[config.mk]
export PLATFORM = sky130hd
export DESIGN_NAME = multiplier_flat
export DESIGN_NICKNAME = d
export VERILOG_FILES = /design/src/rtl/multiplier_if.sv /design/src/rtl/multiplier.sv /design/src/flat_wrapper.sv
export SDC_FILE = /design/constraint.sdc
export NUM_CORES = 1
export LEC_CHECK = 0
export ABC_AREA = 1
export ABC_CLOCK_PERIOD_IN_PS = 5700
export BUFFER_PORTS_ARGS = -buffer_cell sky130_fd_sc_hd__clkbuf_2
export CAP_MARGIN = 10
export CORE_UTILIZATION = 25
export DETAILED_ROUTE_END_ITERATION = 10
export MAX_ROUTING_LAYER = met4
export PLACE_DENSITY = 0.52
export REMOVE_ABC_BUFFERS = 1
export SYNTH_ARGS = -nofsm -noshare
export SYNTH_HDL_FRONTEND = slang
export SYNTH_SLANG_ARGS = --single-unit
[constraint.sdc]
create_clock -name clk_i -period 5.7 [get_ports clk_i]
set_input_delay 1.14 -clock clk_i [delete_from_list [all_inputs] [get_ports clk_i]]
set_output_delay 1.14 -clock clk_i [all_outputs]
set_load 0.02 [all_outputs]
[src/rtl/multiplier_if.sv]
// Operand/result handshake bundle for the shift-and-add multiply-accumulate unit.
// Signal names are given from the unit's side: _i flows into it, _o flows out of it.
interface multiplier_if #(
  parameter int unsigned NBITS = 8
);
  logic               wr_valid_i;
  logic [NBITS-1:0]   wr_multiplicand_i;
  logic [NBITS-1:0]   wr_multiplier_i;
  logic [NBITS-1:0]   wr_addend_i;
  logic               wr_ready_o;
  logic               rd_valid_o;
  logic [2*NBITS-1:0] rd_product_o;
  logic               rd_ready_i;

  // The multiply unit itself.
  modport slave (
    input  wr_valid_i, wr_multiplicand_i, wr_multiplier_i, wr_addend_i, rd_ready_i,
    output wr_ready_o, rd_valid_o, rd_product_o
  );

  // Producer of operands and consumer of results.
  modport master (
    output wr_valid_i, wr_multiplicand_i, wr_multiplier_i, wr_addend_i, rd_ready_i,
    input  wr_ready_o, rd_valid_o, rd_product_o
  );
endinterface

[src/rtl/multiplier.sv]
// Sequential shift-and-add multiply-accumulate: P = A*B + C, one multiplier bit per clock.
// Optional MULTIPLIER_EARLY_EXIT_EN ends the iteration as soon as the remaining multiplier is zero.
module multiplier #(
  parameter int unsigned NBITS = 8
) (
  input  logic         clk_i,
  input  logic         rst_i,
  multiplier_if.slave  bus
);

  localparam int unsigned PW = 2 * NBITS;
  localparam int unsigned CW = $clog2(NBITS + 1);

  typedef enum logic [1:0] {
    S_IDLE = 2'd0,
    S_CALC = 2'd1,
    S_SEND = 2'd2
  } state_e;

  state_e          state_q, state_d;
  logic [PW-1:0]   mcand_q, mcand_d;
  logic [NBITS-1:0] mult_q, mult_d;
  logic [PW-1:0]   acc_q, acc_d;
  logic [CW-1:0]   cnt_q, cnt_d;
  logic            wr_ready_q, wr_ready_d;
  logic            rd_valid_q, rd_valid_d;
  logic [PW-1:0]   rd_product_q, rd_product_d;
  logic            calc_done_c;

  // Iteration finishes when all bits are consumed (or, with early exit, nothing is left to add).
`ifdef MULTIPLIER_EARLY_EXIT_EN
  assign calc_done_c = (cnt_q == '0) || (mult_q == '0);
`else
  assign calc_done_c = (cnt_q == '0);
`endif

  always_ff @(posedge clk_i or posedge rst_i) begin
    if (rst_i) begin
      state_q      <= S_IDLE;
      mcand_q      <= '0;
      mult_q       <= '0;
      acc_q        <= '0;
      cnt_q        <= '0;
      wr_ready_q   <= 1'b1;
      rd_valid_q   <= 1'b0;
      rd_product_q <= '0;
    end else begin
      state_q      <= state_d;
      mcand_q      <= mcand_d;
      mult_q       <= mult_d;
      acc_q        <= acc_d;
      cnt_q        <= cnt_d;
      wr_ready_q   <= wr_ready_d;
      rd_valid_q   <= rd_valid_d;
      rd_product_q <= rd_product_d;
    end
  end

  always_comb begin
    state_d      = state_q;
    mcand_d      = mcand_q;
    mult_d       = mult_q;
    acc_d        = acc_q;
    cnt_d        = cnt_q;
    wr_ready_d   = wr_ready_q;
    rd_valid_d   = rd_valid_q;
    rd_product_d = rd_product_q;

    case (state_q)
      S_IDLE: begin
        wr_ready_d = 1'b1;
        rd_valid_d = 1'b0;
        // Operands are captured only here; upstream may change them afterwards.
        if (bus.wr_valid_i && wr_ready_q) begin
          mcand_d    = PW'(bus.wr_multiplicand_i);
          mult_d     = bus.wr_multiplier_i;
          acc_d      = PW'(bus.wr_addend_i);
          cnt_d      = CW'(NBITS);
          wr_ready_d = 1'b0;
          state_d    = S_CALC;
        end
      end

      S_CALC: begin
        if (calc_done_c) begin
          rd_product_d = acc_q;
          rd_valid_d   = 1'b1;
          state_d      = S_SEND;
        end else begin
          if (mult_q[0]) begin
            acc_d = acc_q + mcand_q;
          end
          mcand_d = mcand_q << 1;
          mult_d  = mult_q >> 1;
          cnt_d   = cnt_q - CW'(1);
        end
      end

      S_SEND: begin
        if (bus.rd_ready_i) begin
          rd_valid_d = 1'b0;
          wr_ready_d = 1'b1;
          state_d    = S_IDLE;
        end
      end

      default: begin
        wr_ready_d = 1'b1;
        rd_valid_d = 1'b0;
        state_d    = S_IDLE;
      end
    endcase
  end

  assign bus.wr_ready_o   = wr_ready_q;
  assign bus.rd_valid_o   = rd_valid_q;
  assign bus.rd_product_o = rd_product_q;

endmodule

[src/flat_wrapper.sv]
// flat-port wrapper written by rule: the top's interface ports become plain ports
module multiplier_flat 
#(
  parameter int unsigned NBITS = 8
)
  (clk_i, rst_i, bus_wr_valid_i, bus_wr_multiplicand_i, bus_wr_multiplier_i, bus_wr_addend_i, bus_rd_ready_i, bus_wr_ready_o, bus_rd_valid_o, bus_rd_product_o);
  multiplier_if #(.NBITS(NBITS)) bus_i ();
  input  logic clk_i;
  input  logic rst_i;
  input wire logic [$bits(bus_i.wr_valid_i)-1:0] bus_wr_valid_i;
  input wire logic [$bits(bus_i.wr_multiplicand_i)-1:0] bus_wr_multiplicand_i;
  input wire logic [$bits(bus_i.wr_multiplier_i)-1:0] bus_wr_multiplier_i;
  input wire logic [$bits(bus_i.wr_addend_i)-1:0] bus_wr_addend_i;
  input wire logic [$bits(bus_i.rd_ready_i)-1:0] bus_rd_ready_i;
  output wire logic [$bits(bus_i.wr_ready_o)-1:0] bus_wr_ready_o;
  output wire logic [$bits(bus_i.rd_valid_o)-1:0] bus_rd_valid_o;
  output wire logic [$bits(bus_i.rd_product_o)-1:0] bus_rd_product_o;
  assign bus_i.wr_valid_i = bus_wr_valid_i;
  assign bus_i.wr_multiplicand_i = bus_wr_multiplicand_i;
  assign bus_i.wr_multiplier_i = bus_wr_multiplier_i;
  assign bus_i.wr_addend_i = bus_wr_addend_i;
  assign bus_i.rd_ready_i = bus_rd_ready_i;
  assign bus_wr_ready_o = bus_i.wr_ready_o;
  assign bus_rd_valid_o = bus_i.rd_valid_o;
  assign bus_rd_product_o = bus_i.rd_product_o;
  multiplier #(.NBITS(NBITS)) u_core (.clk_i(clk_i), .rst_i(rst_i), .bus(bus_i));
endmodule
==> flow_results.xml, run 1 <==
<?xml version="1.0" encoding="UTF-8"?>
<metrics>
  <group name="timing">
    <metric name="worst_clk_skew" unit="ns">0.00840</metric>
    <metric name="grt_setup_unrepaired" unit="">false</metric>
    <metric name="final_hold_viols" unit="">0</metric>
    <metric name="setup_violations" unit="">0</metric>
    <metric name="finalSetupTns" unit="ns">0</metric>
    <metric name="final-max-slew-violation-count" unit="">0</metric>
    <metric name="max_freq" unit="GHz">0.312</metric>
    <metric name="fin_crit_sh" unit="">0.562</metric>
    <metric name="slew_at_the_pin_closest_to_its_max_slew_limit" unit="ns">0.887</metric>
    <metric name="slew_headroom" unit="">0.407</metric>
    <metric name="finalWorstPathRequiredPeriod" unit="ns">3.20</metric>
  </group>
  <group name="synth">
    <metric name="yosys_register_bits" unit="">64</metric>
    <metric name="synth_flop_cell" unit="">sky130_fd_sc_hd__dfrtp_1</metric>
    <metric name="yosys.cell_count.top_type" unit="">sky130_fd_sc_hd__nand2_1</metric>
    <metric name="portion_of_the_post_synthesis_area_used_by_sequential_elements" unit="">0.446</metric>
    <metric name="synth-async-reset-ratio" unit="">1.00</metric>
    <metric name="synth_top_area_cell" unit="">sky130_fd_sc_hd__dfrtp_1</metric>
    <metric name="synth_warnings" unit="">0</metric>
    <metric name="synth_cells" unit="">478</metric>
    <metric name="yosys-top-cells-area" unit="">sky130_fd_sc_hd__dfrtp_1 (44%), sky130_fd_sc_hd__nand2_1 (19%), sky130_fd_sc_hd__inv_1 (7.0%)</metric>
    <metric name="count_of_unique_library_cells_instantiated_by_yosys" unit="">31</metric>
    <metric name="synth.avg_cell_area" unit="sq um">7.52</metric>
    <metric name="post_synth_design_cell_area" unit="sq um">3600</metric>
    <metric name="yosys.area.top_type_share" unit="">0.438</metric>
    <metric name="synth-edff-count" unit="">0</metric>
    <metric name="ys_top_cells_by_count" unit="">sky130_fd_sc_hd__nand2_1 (182), sky130_fd_sc_hd__inv_1 (67), sky130_fd_sc_hd__dfrtp_1 (63)</metric>
  </group>
  <group name="floorplanning">
    <metric name="fp-row-count" unit="">43</metric>
    <metric name="initial_utilization" unit="">0.258</metric>
    <metric name="floorplan.die.height" unit="um">122</metric>
    <metric name="die-area" unit="sq um">14900</metric>
    <metric name="io_pins" unit="">46</metric>
    <metric name="core-area" unit="sq um">13900</metric>
    <metric name="chipWidth" unit="um">122</metric>
  </group>
  <group name="cts">
    <metric name="ctsHoldBuffers" unit="">0</metric>
    <metric name="clockRootBuffer" unit="">sky130_fd_sc_hd__clkbuf_16</metric>
    <metric name="clock-sinks" unit="">64</metric>
    <metric name="cts.repair_timing.setup_buffer_count" unit="">0</metric>
    <metric name="tritoncts" unit="">yes</metric>
    <metric name="cts_resized" unit="">0</metric>
    <metric name="cts.reportedPaths.clkPinSlew" unit="ns">0.05</metric>
    <metric name="clk_latency" unit="ns">0.33</metric>
    <metric name="htreeDepth" unit="">3</metric>
    <metric name="cts_buffer_count" unit="">9</metric>
    <metric name="cts_buffer_depth" unit="">2</metric>
  </group>
  <group name="route">
    <metric name="dr.pass1.iters" unit="">4</metric>
    <metric name="post_drt_via_cell_ratio" unit="">4.33</metric>
    <metric name="routed-via-count" unit="">3063</metric>
    <metric name="wl" unit="um">8350</metric>
    <metric name="drt_iter0_drc" unit="">111</metric>
    <metric name="postRouteAntennaNets" unit="">0</metric>
    <metric name="post_drt_wl_per_cell" unit="um">11.8</metric>
    <metric name="detail_route.drc_violations" unit="">0</metric>
  </group>
  <group name="global_routing">
    <metric name="maximum_number_of_pins_on_one_net_before_global_route_repair" unit="">65</metric>
    <metric name="grt_pass1_wl" unit="um">14200</metric>
    <metric name="first_global_vias" unit="">2915</metric>
    <metric name="global_route.usage.total" unit="">0.131</metric>
    <metric name="grt_overflow" unit="">0</metric>
    <metric name="initial_antenna_violation_count" unit="">0</metric>
  </group>
  <group name="finish">
    <metric name="post_route_cells_drive_above_1_share" unit="">0.140</metric>
    <metric name="antennaDiodeCount" unit="">0</metric>
    <metric name="nets" unit="">567</metric>
    <metric name="postLayoutCoreUtil" unit="">0.309</metric>
    <metric name="layout.filler_cells" unit="">1488</metric>
    <metric name="areaGrowthSynthToFinish" unit="%">19.6</metric>
  </group>
  <group name="worst_setup_path">
    <metric name="critical_path.max_fanout" unit="">41</metric>
    <metric name="critical_path_required" unit="ns">5.96</metric>
    <metric name="start_kind" unit="">register</metric>
    <metric name="signal_arrival_time_at_the_worst_endpoint" unit="ns">3.46</metric>
    <metric name="setup_slack_reg_to_reg" unit="ns">2.50</metric>
    <metric name="critical_path_class" unit="">reg2reg</metric>
    <metric name="timing.critical_path.to_type" unit="">register</metric>
  </group>
  <group name="outcome">
    <metric name="run_status" unit="">finished, final reports clean</metric>
  </group>
  <group name="run">
    <metric name="max_cap_viol_count" unit="">0</metric>
  </group>
  <group name="placed_design">
    <metric name="gp_congestion" unit="">0.816</metric>
    <metric name="portBuffers" unit="">45</metric>
    <metric name="place.detailed.hpwl" unit="um">6120</metric>
  </group>
  <group name="power">
    <metric name="power-per-cell-area" unit="nW/um^2">640</metric>
    <metric name="p_total" unit="mW">2.75</metric>
    <metric name="worst_ir_drop_vdd" unit="V">0.000224</metric>
    <metric name="static-leakage-power" unit="nW">2.36</metric>
  </group>
  <group name="worst_hold_path">
    <metric name="min-delay-path-class" unit="">reg2reg</metric>
  </group>
</metrics>
==> per-stage QoR <==
stage	area [sq um]	hold WS [ns]	cells	setup WS [ns]
floorplan	3530	0.477	465	2.96
global placement	3980	0.453	691	2.54
detailed placement	3980	0.458	691	2.46
CTS	4300	0.471	707	2.45
global route	4300	0.487	707	2.18
finish	4300	0.467	707	2.50
==> power by group <==
part	switching (mW)	total, mW	leakage, nW	internal (mW)
Combinational	0.891	1.37	1.40	0.479
Clock	0.196	0.591	0.150	0.395
Sequential	0.128	0.790	0.811	0.662
Total	1.21	2.75	2.36	1.54
==> state kept, by name (all words and copies together), names as in the netlist <==
signal                   flops
u_core.acc_q                16
u_core.bus.rd_product_o     16
u_core.bus.rd_valid_o        1
u_core.bus.wr_ready_o        1
u_core.cnt_q                 4
u_core.mcand_q              16
u_core.mult_q                8
u_core.state_q               2
==> cell usage in the layout, fill, tap and decap left out, types with 2 or more instances in the layout <==
cell,count
sky130_fd_sc_hd__nor3_1,4
sky130_fd_sc_hd__dfrtp_1,63
sky130_fd_sc_hd__clkbuf_1,3
sky130_fd_sc_hd__nor2_4,3
sky130_fd_sc_hd__a21oi_1,9
sky130_fd_sc_hd__inv_1,66
sky130_fd_sc_hd__ha_1,16
sky130_fd_sc_hd__nand3_1,24
sky130_fd_sc_hd__nand2_1,182
sky130_fd_sc_hd__o211ai_1,13
sky130_fd_sc_hd__or2_2,3
sky130_fd_sc_hd__xor2_1,2
sky130_fd_sc_hd__bufinv_16,2
sky130_fd_sc_hd__mux2i_1,2
sky130_fd_sc_hd__nand3b_1,6
sky130_fd_sc_hd__clkbuf_16,9
sky130_fd_sc_hd__inv_2,4
sky130_fd_sc_hd__clkbuf_2,45
sky130_fd_sc_hd__o21ai_0,26
sky130_fd_sc_hd__o22ai_1,8
sky130_fd_sc_hd__nor2_1,25
==> layout make-up <==
class	count	area (sq um)	area share
sequential	64	1600	0.373
multi-input combinational	331	1660	0.386
inverter	70	263	0.0611
tap	180	225	0.0524
clock inverter	3	67.6	0.0157
timing repair buffer	46	233	0.0541
clock buffer	13	250	0.0582
==> path summary, 6_finish.rpt <==
path / from / to / cells past startpoint
setup / recovery: u_core.state_q[1]$_DFFE_PP0P_ / u_core.acc_q[8]$_DFFE_PP0P_ / 7
hold / removal: u_core.bus.rd_product_o[9]$_DFFE_PP0P_ / u_core.bus.rd_product_o[9]$_DFFE_PP0P_ / 2
setup reg to reg: u_core.state_q[1]$_DFFE_PP0P_ / u_core.acc_q[8]$_DFFE_PP0P_ / 7
hold reg to reg: u_core.bus.rd_product_o[9]$_DFFE_PP0P_ / u_core.bus.rd_product_o[9]$_DFFE_PP0P_ / 2
max in group asynchronous: rst_i / u_core.bus.rd_product_o[12]$_DFFE_PP0P_ / 3
min in group asynchronous: rst_i / u_core.cnt_q[2]$_DFFE_PP0P_ / 3
==> cells by family after synthesis <==
kind of cell,Yosys count,share of synthesized area
AOI/OAI and AO/OA,59,0.100
xor gates and xnor gates,3,0.00731
adders and majority gates,17,0.0612
buffers and inverters,83,0.0926
DFF,64,0.446
muxes,2,0.00557
and+or+nand+nor,250,0.287
==> routing by layer <==
layer	track usage	vias up	wire length [um]
li1	-	1605	-
met1	0.171	1397	4240
met2	0.187	50	3580
met3	0.0375	11	356
met4	0.0556	0	168
met5	-	-	0
==> critical path, cell delays in order, from the launching register on <==
cell,delay (ns)
sky130_fd_sc_hd__dfrtp_1,0.41
sky130_fd_sc_hd__nor2_4,0.71
sky130_fd_sc_hd__nand2_1,0.46
sky130_fd_sc_hd__nand2_2,0.64
sky130_fd_sc_hd__o21ai_4,0.37
sky130_fd_sc_hd__nor2_4,0.31
sky130_fd_sc_hd__nand2_1,0.10
sky130_fd_sc_hd__o21ai_2,0.10
(Power assumes the default switching activity.)
==> inputs of run 2 (changes only) <==
- ABC_AREA: 1 -> 0
- ABC_CLOCK_PERIOD_IN_PS: 5700 -> 3400
- clock period: 5.7 -> 3.4 ns (I/O delays scaled with it)
==> flow_results.xml, run 2 <==
<?xml version="1.0" encoding="UTF-8"?>
<metrics>
  <group name="placed_design">
    <metric name="portBuffers" unit="">45</metric>
    <metric name="dpl.cell_count" unit="">562</metric>
    <metric name="place.detailed.hpwl" unit="um">5650</metric>
    <metric name="gp_congestion" unit="">0.808</metric>
  </group>
  <group name="cts">
    <metric name="cts_buffer_depth" unit="">2</metric>
    <metric name="cts.repair_timing.setup_buffer_count" unit="">0</metric>
    <metric name="cts_buffer_count" unit="">9</metric>
    <metric name="ctsHoldBuffers" unit="">0</metric>
    <metric name="clk_latency" unit="ns">0.33</metric>
    <metric name="cts_resized" unit="">0</metric>
    <metric name="clockRootBuffer" unit="">sky130_fd_sc_hd__clkbuf_16</metric>
    <metric name="tritoncts" unit="">yes</metric>
    <metric name="cts.reportedPaths.clkPinSlew" unit="ns">0.05</metric>
    <metric name="htreeDepth" unit="">3</metric>
    <metric name="clock-sinks" unit="">64</metric>
  </group>
  <group name="global_routing">
    <metric name="met1_usage" unit="">0.163</metric>
    <metric name="grt_overflow" unit="">0</metric>
    <metric name="grt_pass1_wl" unit="um">13100</metric>
    <metric name="grtUsageMet2" unit="">0.182</metric>
    <metric name="first_global_vias" unit="">2629</metric>
    <metric name="initial_antenna_violation_count" unit="">0</metric>
    <metric name="maximum_number_of_pins_on_one_net_before_global_route_repair" unit="">52</metric>
    <metric name="grt.busiest_layer" unit="">met2</metric>
    <metric name="m3_gr_usage" unit="">0.0368</metric>
    <metric name="global_route.usage.total" unit="">0.124</metric>
  </group>
  <group name="finish">
    <metric name="areaGrowthSynthToFinish" unit="%">23.0</metric>
    <metric name="antennaDiodeCount" unit="">0</metric>
    <metric name="final_cell_count_no_fill" unit="">579</metric>
    <metric name="nets" unit="">447</metric>
    <metric name="most_frequent_cells_in_the_layout" unit="">sky130_fd_sc_hd__nand2_1 (72), sky130_fd_sc_hd__dfrtp_1 (63), sky130_fd_sc_hd__clkbuf_2 (45)</metric>
    <metric name="post_route_cells_drive_above_1_share" unit="">0.226</metric>
    <metric name="final_common_cell" unit="">sky130_fd_sc_hd__nand2_1</metric>
  </group>
  <group name="floorplanning">
    <metric name="initial_utilization" unit="">0.261</metric>
    <metric name="io_pins" unit="">46</metric>
    <metric name="die-area" unit="sq um">13900</metric>
    <metric name="core-area" unit="sq um">12800</metric>
    <metric name="fp-row-count" unit="">41</metric>
    <metric name="chipWidth" unit="um">118</metric>
    <metric name="floorplan.die.height" unit="um">118</metric>
  </group>
  <group name="worst_hold_path">
    <metric name="min-delay-path-class" unit="">in2async</metric>
  </group>
  <group name="synth">
    <metric name="synth-edff-count" unit="">0</metric>
    <metric name="synth_adder_area_share" unit="">0.0657</metric>
    <metric name="post_synth_design_cell_area" unit="sq um">3350</metric>
    <metric name="dominant_combinational_cell_family_by_area_after_synthesis" unit="">simple AND/OR/NAND/NOR gates</metric>
    <metric name="ys_top_cells_by_count" unit="">sky130_fd_sc_hd__nand2_1 (72), sky130_fd_sc_hd__dfrtp_1 (63), sky130_fd_sc_hd__nor2_1 (29)</metric>
    <metric name="synth.avg_cell_area" unit="sq um">9.52</metric>
    <metric name="yosys-mux-area-fraction" unit="">0.0657</metric>
    <metric name="yosys-top-cells-area" unit="">sky130_fd_sc_hd__dfrtp_1 (47%), sky130_fd_sc_hd__nand2_1 (8.1%), sky130_fd_sc_hd__ha_1 (6.0%)</metric>
    <metric name="synth_top_area_cell" unit="">sky130_fd_sc_hd__dfrtp_1</metric>
    <metric name="yosys.cell_count.top_type" unit="">sky130_fd_sc_hd__nand2_1</metric>
    <metric name="synth_cells" unit="">352</metric>
    <metric name="synth-compound-area-share" unit="">0.158</metric>
    <metric name="synth_flop_cell" unit="">sky130_fd_sc_hd__dfrtp_1</metric>
    <metric name="yosys_register_bits" unit="">64</metric>
    <metric name="portion_of_the_post_synthesis_area_used_by_sequential_elements" unit="">0.478</metric>
    <metric name="synth_warnings" unit="">0</metric>
    <metric name="synth_simple_gate_area_frac" unit="">0.186</metric>
    <metric name="yosys.area.top_type_share" unit="">0.471</metric>
    <metric name="post_synth_xor_area_fraction" unit="">0.0261</metric>
    <metric name="count_of_unique_library_cells_instantiated_by_yosys" unit="">47</metric>
    <metric name="synth-async-reset-ratio" unit="">1.00</metric>
  </group>
  <group name="route">
    <metric name="detail_route.drc_violations" unit="">0</metric>
    <metric name="drt_iter0_drc" unit="">75</metric>
    <metric name="post_drt_via_cell_ratio" unit="">4.65</metric>
    <metric name="post_drt_wl_per_cell" unit="um">13.2</metric>
    <metric name="dr.pass1.iters" unit="">4</metric>
    <metric name="wl" unit="um">7640</metric>
    <metric name="postRouteAntennaNets" unit="">0</metric>
    <metric name="routed-via-count" unit="">2694</metric>
  </group>
  <group name="timing">
    <metric name="final-max-slew-violation-count" unit="">0</metric>
    <metric name="final_hold_viols" unit="">0</metric>
    <metric name="max_freq" unit="GHz">0.402</metric>
    <metric name="worst_clk_skew" unit="ns">0.0103</metric>
    <metric name="slew_at_the_pin_closest_to_its_max_slew_limit" unit="ns">0.858</metric>
    <metric name="setup_violations" unit="">0</metric>
    <metric name="fin_crit_sh" unit="">0.731</metric>
    <metric name="finalSetupTns" unit="ns">0</metric>
    <metric name="grt_setup_unrepaired" unit="">false</metric>
    <metric name="finalWorstPathRequiredPeriod" unit="ns">2.49</metric>
    <metric name="slew_headroom" unit="">0.427</metric>
  </group>
  <group name="worst_setup_path">
    <metric name="critical_path.max_fanout" unit="">4</metric>
    <metric name="start_kind" unit="">register</metric>
    <metric name="signal_arrival_time_at_the_worst_endpoint" unit="ns">2.70</metric>
    <metric name="critical_path_required" unit="ns">3.61</metric>
    <metric name="critical_path_class" unit="">reg2reg</metric>
    <metric name="timing.critical_path.to_type" unit="">register</metric>
  </group>
  <group name="power">
    <metric name="worst_ir_drop_vdd" unit="V">0.000496</metric>
    <metric name="p_total" unit="mW">4.65</metric>
    <metric name="static-leakage-power" unit="nW">1.99</metric>
    <metric name="power-per-cell-area" unit="nW/um^2">1130</metric>
  </group>
  <group name="outcome">
    <metric name="run_status" unit="">finished, final reports clean</metric>
  </group>
  <group name="run">
    <metric name="max_cap_viol_count" unit="">0</metric>
  </group>
</metrics>
run 2: area by class of cell:
type	instances	area, sq um
Tap cell	172	215
Clock buffer	14	264
Clock inverter	2	37.5
Sequential cell	64	1600
Timing Repair Buffer	53	298
Fill cell	1371	8700
Inverter	4	15.0
Multi-Input combinational cell	270	1690
run 2: final timing paths:
path,startpoint,to,slack (ns),cells past startpoint
min in group clk_i,u_core.bus.rd_product_o[5]$_DFFE_PP0P_,u_core.bus.rd_product_o[5]$_DFFE_PP0P_,0.50,1
min reg2reg,u_core.bus.rd_product_o[5]$_DFFE_PP0P_,u_core.bus.rd_product_o[5]$_DFFE_PP0P_,0.50,1
min,rst_i,u_core.acc_q[2]$_DFFE_PP0P_,0.37,2
max reg2reg,u_core.acc_q[0]$_DFFE_PP0P_,u_core.acc_q[10]$_DFFE_PP0P_,0.91,8
max in group asynchronous,rst_i,u_core.acc_q[13]$_DFFE_PP0P_,2.30,4
max,u_core.acc_q[0]$_DFFE_PP0P_,u_core.acc_q[10]$_DFFE_PP0P_,0.91,8
run 2: where the power goes:
| group | internal [mW] | leakage (nW) | switching (mW) |
|---|---|---|---|
| Clock | 0.607 | 0.143 | 0.311 |
| Sequential | 1.13 | 0.800 | 0.268 |
| Combinational | 0.959 | 1.05 | 1.38 |
| Total | 2.70 | 1.99 | 1.95 |
run 2: worst max-delay path: stages (launching register included):
cell,delay [ns]
sky130_fd_sc_hd__dfrtp_1,0.39
sky130_fd_sc_hd__ha_1,0.23
sky130_fd_sc_hd__fa_1,0.44
sky130_fd_sc_hd__a211oi_1,0.33
sky130_fd_sc_hd__o21ai_1,0.18
sky130_fd_sc_hd__and2_1,0.18
sky130_fd_sc_hd__a221oi_1,0.31
sky130_fd_sc_hd__xnor2_1,0.11
sky130_fd_sc_hd__a22o_1,0.19
run 2: kinds of logic (layout without fill, tap and decap cells):
logic type	count (synthesis)	count (layout)
adder cells (fa/ha/maj)	17	17
AND/OR/NAND/NOR	141	141
AO/OA/AOI/OAI	82	82
flip-flops	64	64
buffers and inverters	18	73
multiplexers	20	20
XOR/XNOR	10	10
run 2: metal layers:
layer	vias to the layer above	routed length, um	part of all wire
met3	8	378	0.049
li1	1356	-	-
met2	57	3330	0.44
met5	-	0	0
met1	1273	3840	0.50
met4	0	96	0.013
run 2: per-stage QoR:
stage	worst slack, ns	utilization	hold slack, ns	area (sq um)
3_5_place_dp	0.936	0.296	0.495	3800
6_report	0.914	0.321	0.373	4120
4_1_cts	0.923	0.320	0.505	4100
3_3_place_gp	0.956	0.296	0.489	3800
5_1_grt	0.717	0.321	0.420	4120
2_1_floorplan	-0.281	-	0.465	3300
==> inputs of run 3 (changes only) <==
- ABC_AREA: 0 -> 1
- ABC_CLOCK_PERIOD_IN_PS: 3400 -> 2200
- PLACE_DENSITY: 0.52 -> 0.53
- clock period: 3.4 -> 2.2 ns (I/O delays scaled with it)
==> flow_results.xml, run 3 (synthesized netlist as in run 1, its figures left out) <==
<?xml version="1.0" encoding="UTF-8"?>
<metrics>
  <group name="worst_setup_path">
    <metric name="critical_path_required" unit="ns">2.42</metric>
    <metric name="start_kind" unit="">register</metric>
    <metric name="signal_arrival_time_at_the_worst_endpoint" unit="ns">2.04</metric>
    <metric name="timing.critical_path.to_type" unit="">register</metric>
    <metric name="critPathLaunch" unit="">u_core.acc_q[0]$_DFFE_PP0P_</metric>
    <metric name="timing.reg2reg.worst_path_depth" unit="">8</metric>
    <metric name="setup_slack_reg_to_reg" unit="ns">0.38</metric>
    <metric name="reg2reg_to" unit="">u_core.acc_q[4]$_DFFE_PP0P_</metric>
    <metric name="critical_path.reg2reg.startpoint" unit="">u_core.acc_q[0]$_DFFE_PP0P_</metric>
    <metric name="critical_path_end" unit="">u_core.acc_q[4]$_DFFE_PP0P_</metric>
    <metric name="critical_path.max_fanout" unit="">3</metric>
    <metric name="critical_path_class" unit="">reg2reg</metric>
  </group>
  <group name="route">
    <metric name="detail_route.drc_violations" unit="">0</metric>
    <metric name="wl" unit="um">8500</metric>
    <metric name="routed-via-count" unit="">3074</metric>
    <metric name="postRouteAntennaNets" unit="">0</metric>
    <metric name="drt_iter0_drc" unit="">104</metric>
    <metric name="post_drt_via_cell_ratio" unit="">4.32</metric>
    <metric name="dr.pass1.iters" unit="">4</metric>
    <metric name="post_drt_wl_per_cell" unit="um">11.9</metric>
  </group>
  <group name="finish">
    <metric name="areaGrowthSynthToFinish" unit="%">21.8</metric>
    <metric name="stdcell_area" unit="sq um">4380</metric>
    <metric name="nets" unit="">572</metric>
    <metric name="layout.filler_cells" unit="">1515</metric>
    <metric name="post_route_cells_drive_above_1_share" unit="">0.154</metric>
    <metric name="antennaDiodeCount" unit="">0</metric>
    <metric name="final_cell_count_no_fill" unit="">712</metric>
    <metric name="final_common_cell" unit="">sky130_fd_sc_hd__nand2_1</metric>
    <metric name="multiInputGateArea" unit="sq um">1660</metric>
    <metric name="most_frequent_cells_in_the_layout" unit="">sky130_fd_sc_hd__nand2_1 (182), sky130_fd_sc_hd__inv_1 (66), sky130_fd_sc_hd__dfrtp_1 (63)</metric>
    <metric name="sequential_cell_area" unit="sq um">1600</metric>
  </group>
  <group name="timing">
    <metric name="slew_at_the_pin_closest_to_its_max_slew_limit" unit="ns">0.578</metric>
    <metric name="setup_violations" unit="">0</metric>
    <metric name="slew_headroom" unit="">0.613</metric>
    <metric name="final_hold_viols" unit="">0</metric>
    <metric name="max_freq" unit="GHz">0.548</metric>
    <metric name="grt_setup_unrepaired" unit="">false</metric>
    <metric name="finalWorstPathRequiredPeriod" unit="ns">1.82</metric>
    <metric name="final-max-slew-violation-count" unit="">0</metric>
    <metric name="hold_slack" unit="ns">0.150</metric>
    <metric name="fin_crit_sh" unit="">0.829</metric>
    <metric name="finalSetupTns" unit="ns">0</metric>
    <metric name="worst_clk_skew" unit="ns">0.00756</metric>
    <metric name="setup_slack" unit="ns">0.376</metric>
  </group>
  <group name="cts">
    <metric name="clk_latency" unit="ns">0.34</metric>
    <metric name="htreeDepth" unit="">3</metric>
    <metric name="ctsHoldBuffers" unit="">0</metric>
    <metric name="clockRootBuffer" unit="">sky130_fd_sc_hd__clkbuf_16</metric>
    <metric name="clock-sinks" unit="">64</metric>
    <metric name="cts.repair_timing.setup_buffer_count" unit="">0</metric>
    <metric name="cts_buffer_count" unit="">9</metric>
    <metric name="tritoncts" unit="">yes</metric>
    <metric name="cts_buffer_depth" unit="">2</metric>
    <metric name="cts.reportedPaths.clkPinSlew" unit="ns">0.06</metric>
    <metric name="cts_resized" unit="">0</metric>
  </group>
  <group name="floorplanning">
    <metric name="initial_utilization" unit="">0.258</metric>
    <metric name="fp-row-count" unit="">43</metric>
    <metric name="core-area" unit="sq um">13900</metric>
    <metric name="floorplan.die.height" unit="um">122</metric>
    <metric name="chipWidth" unit="um">122</metric>
    <metric name="die-area" unit="sq um">14900</metric>
    <metric name="io_pins" unit="">46</metric>
  </group>
  <group name="global_routing">
    <metric name="grt_pass1_wl" unit="um">14400</metric>
    <metric name="grt_overflow" unit="">0</metric>
    <metric name="initial_antenna_violation_count" unit="">0</metric>
    <metric name="first_global_vias" unit="">3019</metric>
    <metric name="maximum_number_of_pins_on_one_net_before_global_route_repair" unit="">65</metric>
    <metric name="global_route.usage.total" unit="">0.131</metric>
  </group>
  <group name="placed_design">
    <metric name="dpl.cell_count" unit="">696</metric>
    <metric name="place.detailed.hpwl" unit="um">6160</metric>
    <metric name="detailedPlace.worstSlack" unit="ns">0.393</metric>
    <metric name="portBuffers" unit="">45</metric>
    <metric name="placed_area" unit="sq um">4030</metric>
    <metric name="gp_congestion" unit="">0.795</metric>
  </group>
  <group name="power">
    <metric name="worst_ir_drop_vdd" unit="V">0.000726</metric>
    <metric name="static-leakage-power" unit="nW">2.40</metric>
    <metric name="power-per-cell-area" unit="nW/um^2">1690</metric>
  </group>
  <group name="worst_hold_path">
    <metric name="min-delay-path-class" unit="">in2async</metric>
  </group>
  <group name="run">
    <metric name="max_cap_viol_count" unit="">0</metric>
  </group>
  <group name="outcome">
    <metric name="run_status" unit="">finished, final reports clean</metric>
  </group>
</metrics>
run 3: cell count changes in the layout (fill, tap and decap cells not counted), sizes merged, moves of 6 or more:
| cell | delta |
|---|---|
| mux2 | -16 |
| o22ai | +6 |
| nand2 | +111 |
| a31oi | -15 |
| nand3 | +12 |
| o21ai | +8 |
| a21oi | -6 |
| a21o | -7 |
| inv | +66 |
| o211ai | +7 |
run 3: per-layer routing:
metal / routed length, um / global-route usage / up-vias
met5: 0 / - / -
met4: 94 / 0.0486 / 0
met3: 306 / 0.0332 / 5
met2: 3770 / 0.200 / 45
met1: 4330 / 0.166 / 1414
li1: - / - / 1610
run 3: critical path, cell delays in order, from the launching register on:
cell and delay [ns]:
sky130_fd_sc_hd__dfrtp_1 0.40, sky130_fd_sc_hd__ha_1 0.24, sky130_fd_sc_hd__fa_1 0.38, sky130_fd_sc_hd__nand2_1 0.10
sky130_fd_sc_hd__nand2_1 0.08, sky130_fd_sc_hd__and2_1 0.17, sky130_fd_sc_hd__xor2_1 0.14, sky130_fd_sc_hd__o21ai_0 0.14
sky130_fd_sc_hd__nand2_1 0.06
run 3: cell type report:
type,count,area share
clock buffers,9,0.0514
clock inverters,7,0.0274
inverters,70,0.0600
multi-input cells,331,0.379
flip-flops and latches,64,0.366
well taps,180,0.0514
repair buffers,51,0.0646
run 3: worst min path at each step:
stage / start / end / slack (ns) / cells past startpoint
global route: rst_i / u_core.mult_q[6]$_DFFE_PP0P_ / 0.18 / 3
CTS: rst_i / u_core.mult_q[6]$_DFFE_PP0P_ / 0.17 / 3
finish: rst_i / u_core.mult_q[5]$_DFFE_PP0P_ / 0.15 / 3
detailed placement: u_core.bus.rd_product_o[3]$_DFFE_PP0P_ / u_core.bus.rd_product_o[3]$_DFFE_PP0P_ / 0.46 / 2
floorplan: u_core.acc_q[5]$_DFFE_PP0P_ / u_core.acc_q[5]$_DFFE_PP0P_ / 0.48 / 2
global placement: u_core.bus.rd_product_o[15]$_DFFE_PP0P_ / u_core.bus.rd_product_o[15]$_DFFE_PP0P_ / 0.46 / 2
run 3: through the flow:
stage	power, mW	util
floorplan	4.76	-
global placement	5.72	0.289
detailed placement	5.82	0.289
CTS	7.51	0.314
global route	8.15	0.314
finish	7.40	0.314
run 3: where the power goes:
part / internal (mW) / switching (mW)
registers: 1.72 / 0.342
clock network: 1.11 / 0.536
logic: 1.32 / 2.39
